### config.mk
export PLATFORM = sky130hd
export DESIGN_NAME = jtdd_scr_romrq
export DESIGN_NICKNAME = d
export VERILOG_FILES = /design/src/rtl/jtdd_pkg.sv /design/src/rtl/jtdd_romrq_cache2.sv /design/src/rtl/jtdd_scr_romrq.sv
export SDC_FILE = /design/constraint.sdc
export NUM_CORES = 1
export LEC_CHECK = 0
export CAP_MARGIN = 25
export CELL_PAD_IN_SITES_DETAIL_PLACEMENT = 1
export CELL_PAD_IN_SITES_GLOBAL_PLACEMENT = 1
export CORE_UTILIZATION = 45
export DETAILED_ROUTE_END_ITERATION = 7
export GPL_TIMING_DRIVEN = 1
export PLACE_DENSITY = 0.89
export SLEW_MARGIN = 0
export SYNTH_ARGS = -nofsm -noshare
export SYNTH_HDL_FRONTEND = slang
export SYNTH_HIERARCHICAL = 1
export SYNTH_SLANG_ARGS = --single-unit
### constraint.sdc
create_clock -name clk -period 3.8 [get_ports clk]
set_input_delay 0.57 -clock clk [delete_from_list [all_inputs] [get_ports clk]]
set_output_delay 0.57 -clock clk [all_outputs]
set_load 0.02 [all_outputs]
### src/rtl/jtdd_pkg.sv
// Shared types and constants for the JTDD ROM request responders.
package jtdd_pkg;

    localparam int SDRAM_AW = 22;

    typedef enum logic [1:0] {
        IDLE = 2'd0,
        REQ  = 2'd1,
        WAIT = 2'd2
    } romrq_state_t;

    // Tags are held at SDRAM address width so any consumer width up to
    // SDRAM_AW fits; narrower addresses are zero-extended before storing.
    typedef struct packed {
        logic                valid;
        logic [SDRAM_AW-1:0] tag;
        logic [15:0]         data;
    } cache_entry_t;

    // SDRAM word address: region offset plus consumer address, wrapping mod 2^SDRAM_AW.
    function automatic logic [SDRAM_AW-1:0] sdram_word(
        input logic [SDRAM_AW-1:0] offset,
        input logic [SDRAM_AW-1:0] addr
    );
        return offset + addr;
    endfunction

endpackage

### src/rtl/jtdd_romrq_cache2.sv
// Two-entry tag store with a 1-bit LRU replacement pointer and hit lookup.
module jtdd_romrq_cache2
    import jtdd_pkg::*;
#(
    parameter int AW = 17
) (
    input  logic          clk,
    input  logic          rst_n,
    input  logic          flush,
    input  logic          cs,
    input  logic [AW-1:0] addr,
    output logic          hit,
    output logic [15:0]   hit_data,
    input  logic          fill,
    input  logic [AW-1:0] fill_addr,
    input  logic [15:0]   fill_data
);

    cache_entry_t        entry [2];
    logic                lru;
    logic [SDRAM_AW-1:0] addr_tag;
    logic [SDRAM_AW-1:0] fill_tag;
    logic                hit0;
    logic                hit1;

    assign addr_tag = SDRAM_AW'(addr);
    assign fill_tag = SDRAM_AW'(fill_addr);
    assign hit0     = entry[0].valid && (entry[0].tag == addr_tag);
    assign hit1     = entry[1].valid && (entry[1].tag == addr_tag);
    assign hit      = cs && !flush && (hit0 || hit1);

    // Select the data of whichever entry matches the current address.
    always_comb begin
        hit_data = '0;
        if (hit1) hit_data = entry[1].data;
        if (hit0) hit_data = entry[0].data;
    end

    // Entry storage and LRU: flush clears valids, fill writes the LRU slot,
    // a hit points LRU at the entry that was not used.
    always_ff @(posedge clk or negedge rst_n) begin
        if (!rst_n) begin
            entry[0] <= '0;
            entry[1] <= '0;
            lru      <= 1'b0;
        end else if (flush) begin
            entry[0].valid <= 1'b0;
            entry[1].valid <= 1'b0;
        end else if (fill) begin
            entry[lru] <= '{valid: 1'b1, tag: fill_tag, data: fill_data};
            lru        <= ~lru;
        end else if (hit) begin
            lru <= hit0;
        end
    end

endmodule

### src/rtl/jtdd_scr_romrq.sv
// Scroll-layer ROM request responder: 2-entry cache in front of the SDRAM arbiter port.
module jtdd_scr_romrq
    import jtdd_pkg::*;
#(
    parameter int                  AW     = 17,
    parameter logic [SDRAM_AW-1:0] OFFSET = 22'h0
) (
    input  logic                clk,
    input  logic                rst_n,
    input  logic                downloading,
    input  logic [AW-1:0]       rom_addr,
    input  logic                rom_cs,
    output logic [15:0]         rom_data,
    output logic                rom_ok,
    output logic [SDRAM_AW-1:0] sdram_addr,
    output logic                sdram_req,
    input  logic                sdram_ack,
    input  logic                data_rdy,
    input  logic [15:0]         sdram_din
);

    romrq_state_t  state;
    romrq_state_t  state_nxt;
    logic          req_nxt;
    logic          latch;
    logic          fill;
    logic          fill_hit;
    logic [AW-1:0] req_addr;
    logic [AW-1:0] last_addr;
    logic          hit;
    logic          hit_r;
    logic [15:0]   hit_data;

    jtdd_romrq_cache2 #(
        .AW (AW)
    ) u_cache (
        .clk       (clk),
        .rst_n     (rst_n),
        .flush     (downloading),
        .cs        (rom_cs),
        .addr      (rom_addr),
        .hit       (hit),
        .hit_data  (hit_data),
        .fill      (fill),
        .fill_addr (req_addr),
        .fill_data (sdram_din)
    );

    assign sdram_addr = sdram_word(OFFSET, SDRAM_AW'(req_addr));
    assign rom_ok     = hit_r && (rom_addr == last_addr);

    // A fill for the address still being requested is forwarded straight to
    // the output so rom_ok follows data_rdy by one clock instead of two.
    assign fill_hit = fill && !downloading && rom_cs && (req_addr == rom_addr);

    // Next-state and handshake decode; an acknowledged request always completes.
    always_comb begin
        state_nxt = state;
        req_nxt   = sdram_req;
        latch     = 1'b0;
        fill      = 1'b0;
        case (state)
            IDLE: begin
                if (rom_cs && !hit && !downloading) begin
                    state_nxt = REQ;
                    req_nxt   = 1'b1;
                    latch     = 1'b1;
                end
            end
            REQ: begin
                if (sdram_ack) begin
                    req_nxt = 1'b0;
                    if (data_rdy) begin
                        fill      = 1'b1;
                        state_nxt = IDLE;
                    end else begin
                        state_nxt = WAIT;
                    end
                end else if (downloading) begin
                    req_nxt   = 1'b0;
                    state_nxt = IDLE;
                end
            end
            WAIT: begin
                if (data_rdy) begin
                    fill      = 1'b1;
                    state_nxt = IDLE;
                end
            end
            default: begin
                state_nxt = IDLE;
                req_nxt   = 1'b0;
            end
        endcase
    end

    // FSM state, request line and latched request address.
    always_ff @(posedge clk or negedge rst_n) begin
        if (!rst_n) begin
            state     <= IDLE;
            sdram_req <= 1'b0;
            req_addr  <= '0;
        end else begin
            state     <= state_nxt;
            sdram_req <= req_nxt;
            if (latch) req_addr <= rom_addr;
        end
    end

    // Registered hit flag, output data and the address they belong to.
    always_ff @(posedge clk or negedge rst_n) begin
        if (!rst_n) begin
            hit_r     <= 1'b0;
            rom_data  <= '0;
            last_addr <= '0;
        end else begin
            hit_r     <= hit || fill_hit;
            last_addr <= rom_addr;
            if (fill_hit)  rom_data <= sdram_din;
            else if (hit)  rom_data <= hit_data;
        end
    end

endmodule

# == Word level (Yosys, flattened, before mapping) ==
# Index checks and enable logic that the tools add are counted.
# totals
out_inout_bits,40
ff_bits,133
# classes
reduce_logical,23
muxes,27
n_eq_ne,9
magnitude_cmp,2
bitwise_logic,4
# ops
op,count
$bwmux 78,1
$mux 78,1
$mux 16,4
$eq 22x17->1,2
$demux 39 s1,1
$mux 39,1
$eq 17x17->1,2
$logic_and 1x1->1,11
$mux 1,11
$mux 2,5
$pmux 2 s3,1
$reduce_and 3->1,2
$reduce_bool 2->1,3
$ne 2x2->1 const B,2
$reduce_and 2->1,2
$ne 3x3->1 const B,1
$not 1->1,3
$pmux 1 s3,1
$eq 2x1->1 const B,1
$eq 2x2->1 const B,1
$ge 2x2->1 const B,1
$logic_not 1->1,2
$logic_not 2->1,1
$logic_or 1x1->1,2
3 further kinds,3

# == Logic depth before layout (Yosys ltp) ==
# logic_depth
ltp_word,9
mapped_depth,11
mapped_depth_nobuf,9

# == Modules after synthesis ==
# The synthesis kept the hierarchy.
# modules_own_cells
mod,area_per_inst_um2,instances,cells_each
jtdd_romrq_cache2,3338.2,1,239
jtdd_scr_romrq,2511.2,1,182

# == Worst setup path after synthesis ==
# Ideal clock, no wire load.
# synth_path
kind,input to register
from,input rom_addr[13]
to,register rom_data[10]
path_buffers,3
required_ps,3675
path_stages,10
slack_ps,824
arrival_ps,2851
cell_sequence,xor2_1 > nor4_1 > and3_1 > nand2_4 > buf_12 > a21oi_1 > clkbuf_1 > clkbuf_1 > mux2_2 > mux2_2
# synth_via
elab_cells_between_ends,13
# synth_lines
item,line_no,text
"start, declared",jtdd_scr_romrq.sv:11,"input logic [AW-1:0] rom_addr,"
$eq 22x17->1 (on tied branches),"jtdd_romrq_cache2.sv:28, jtdd_romrq_cache2.sv:29",
$logic_and 1x1->1 (on tied branches),"jtdd_romrq_cache2.sv:28, jtdd_romrq_cache2.sv:29",
$logic_or 1x1->1 (*),jtdd_romrq_cache2.sv:30,assign hit = cs && !flush && (hit0 || hit1);
$logic_and 1x1->1 (*),jtdd_romrq_cache2.sv:30,
named net hit,jtdd_scr_romrq.sv:30,logic hit;
$reduce_bool 2->1 (no line) (*),--,
"end signal, assigned",jtdd_scr_romrq.sv:119,if (fill_hit) rom_data <= sdram_din;
"end signal, assigned",jtdd_scr_romrq.sv:120,else if (hit) rom_data <= hit_data;
"end, declared",jtdd_scr_romrq.sv:13,"output logic [15:0] rom_data,"
# The timed path passes the listed nets; every way through them passes the cells marked *. The select of a mux whose other input is x is not followed.
# A chain may end at the register's enable or synchronous reset.

# == Worst setup path in the final report ==
# layout_path
from,input rom_addr[15]
to,output rom_ok
# layout_via
elab_chain_len,2
# layout_lines
item,line_no,text
$eq 17x17->1,jtdd_scr_romrq.sv:50,assign rom_ok = hit_r && (rom_addr == last_addr);
$logic_and 1x1->1,jtdd_scr_romrq.sv:50,
"end, declared",jtdd_scr_romrq.sv:14,"output logic rom_ok,"
# Every way passes these cells.

==> reports/metrics.cfg <==
[status]
run_status=complete, no violations

[die]
ios=79
die-width_um=116
start_util_pct=46.2
core_area_um2=12700
chipHeight_um=116
die_area_um2=13500
rows=41

[synth]
syn_inst=421
synth_compound_area_share_pct=1.43
yosysWarnings=6
synth-simple-area-share_pct=6.87
synth_top_area_share_pct=52.6
synth.area.top_cells=dfrtp_1 53%, mux2_2 23%, xnor2_1 8.4%, mux2_4 2.3%, and3_1 1.8%
netlist_area_um2=5850
syn_avg_cell_area_um2=13.9
synth_fa_ha_area_share_pct=0.642
synth_top_area_cell=dfrtp_1
synthMuxAreaShare_pct=25.8
yosysMostFrequentCell=dfrtp_1
synth_top_family_by_area=multiplexers
ys.flop_type=dfrtp_1
synthArstFlopShare_pct=100
synth-edff-count=0
ys_ff_latch=123
yosys-top-cells-count=123 x dfrtp_1, 122 x mux2_2, 56 x xnor2_1, 17 x and3_1, 14 x nand4_1
seq_area_frac_synth_pct=52.6
synth_cell_type_count=36
synth-xor-area-share_pct=10.2

[critical_path]
cp-end-kind=primary output
cp-start-kind=input pin
rrSetupSlack_ps=1000
cp.arrival_ps=2890
crit_path_max_fanout=6
worst_ep_required_time_ps=3230
rr_worst_depth=8
path_class=in -> out
rr_endpoint=rom_data[14]
r2r-start=u_cache/entry[69]

[sta]
drv_slew=0
post-route-period-util_pct=90.9
clock_skew_ps=12.9
rsz0062_at_grt=no
period_minus_slack_ps=3460
layout_setup_ws_ps=344
hold_viol_final=0
setup-violations-final=0
max_clock_freq_ghz=0.289
fin_setup_tns_ps=0
worst_pin_slew_ps=841
relSlewSlack_pct=44.0

[placement]
place.gp.congestion=0.763
dp_hpwl_um=9800
placed_area_um2=6810
portBuffers=73
place_inst=663
dp_slack_ps=281

[clock_tree]
cts_tree=built
clockRootBuffer=clkbuf_16
worstSkewPairLatency_ps=410
cts_max_path_buffers=2
post_cts_buffers=0
clk_pin_slew_ps=60
post_cts_resized=0
ctsHoldBuffers=0
cts.sinks=123
cts_inserted_buffers=17
h-tree-depth=4

[routing]
drt_iter0_markers=160
ant_nets=0
num_vias=3783
wirelength_um=16600
firstDrtPassIters=4
route.detailed.drc=0
avgRoutedWirePerCell_um=23.9
vias_per_cell=5.44

[power_and_ir_drop]
powerDensity_nw_per_um2=660
vdd_ir_drop_max_mv=0.373
p_leak_nw=3.35

[grt]
antenna_found_initial=0
grt_max_degree=64
grt_pass1_wl_um=26100
gr-usage-all-layers_pct=27.1
grt_pass1_vias=4396
grt_overflow=0

[finish]
fin_nets=552
drive_above_1_share_pct=34.8
postLayoutCellArea_um2=7390
final_cells=695
diodes=0
fin_util_pct=58.3
syn_to_final_growth_pct=26.4

[run]
drv_cap=0

[min_path]
hold_class=in -> async

registers in the layout, summed over array words and instances (netlist names):
name / flops
rom_data: 16
last_addr: 17
u_cache/entry: 68
sdram_req: 1
u_cache/lru: 1
req_addr: 17
hit_r: 1
state: 2
cell type report:
cell class | count | area (um2)
fillers | 1252 | 5280
inverters | 5 | 18.8
multi-input cells | 279 | 2660
clock buffers | 25 | 495
flip-flops and latches | 123 | 3080
clock inverters | 7 | 87.6
repair buffers | 84 | 836
well taps | 172 | 215
metal layers:
metal / share of wire [%] / GRT usage (%)
met1: 41 / 33.3
met2: 52 / 44.7
met3: 3.6 / 5.91
met4: 3.6 / 14.4
met5: 0 / 0
cells by family after synthesis:
group	Yosys count
AO/OA/AOI/OAI	14
buffers and inverters	23
AND/OR/NAND/NOR	58
multiplexers	131
flip-flops	123
other	1
adder cells (fa/ha/maj)	3
XOR/XNOR	68
worst max path at each step:
| stage | start | end | slack (ps) | depth (start not counted) |
|---|---|---|---|---|
| floorplan | rom_addr[13] | rom_data[10] | 820 | 10 |
| global placement | rom_addr[13] | rom_data[12] | 430 | 9 |
| detailed placement | rom_addr[2] | rom_data[13] | 280 | 9 |
| CTS | rom_addr[15] | rom_ok | 340 | 6 |
| global route | rom_addr[15] | rom_ok | 320 | 6 |
| finish | rom_addr[15] | rom_ok | 340 | 6 |
layout by cell type (no fill, tap or decap), types with 2 or more instances in the layout:
master / netlist / final
nand2_1: 4 / 4
a21oi_1: 3 / 2
xor2_1: 12 / 12
ha_1: 3 / 3
o21ai_0: 6 / 6
and3_1: 17 / 17
mux2_2: 122 / 122
xnor2_1: 56 / 56
clkbuf_8: 0 / 4
nand2b_1: 2 / 2
inv_1: 5 / 5
mux2_4: 9 / 9
clkbuf_1: 2 / 4
nor3_2: 3 / 3
dfrtp_1: 123 / 123
nand4_1: 14 / 14
clkinv_2: 0 / 4
clkdlybuf4s50_1: 0 / 72
buf_12: 1 / 2
bufinv_16: 0 / 2
nand3_1: 3 / 2
nor4_1: 4 / 4
nor2_1: 2 / 2
o31ai_1: 2 / 2
conb_1: 1 / 5
clkbuf_16: 0 / 17
buf_4: 5 / 10
stage by stage:
stage / total power [mW] / hold WS, ps
2_1_floorplan: 2.64 / 274
3_3_place_gp: 3.08 / 455
3_5_place_dp: 3.20 / 487
4_1_cts: 4.91 / 280
5_1_grt: 5.09 / 299
6_report: 4.88 / 254
power breakdown:
group	total (mW)	switching [mW]	internal, mW
sequential	2.00	0.341	1.66
clock	1.62	0.586	1.03
combinational	1.26	0.599	0.665
total	4.88	1.53	3.35
worst max-delay path: stages:
cell and delay, ps:
clkdlybuf4s50_1 580, xor2_1 250, nor4_1 400, nand3_1 190
nor4_1 220, clkdlybuf4s50_1 680
Note: power is estimated with default switching activity, not from simulation.
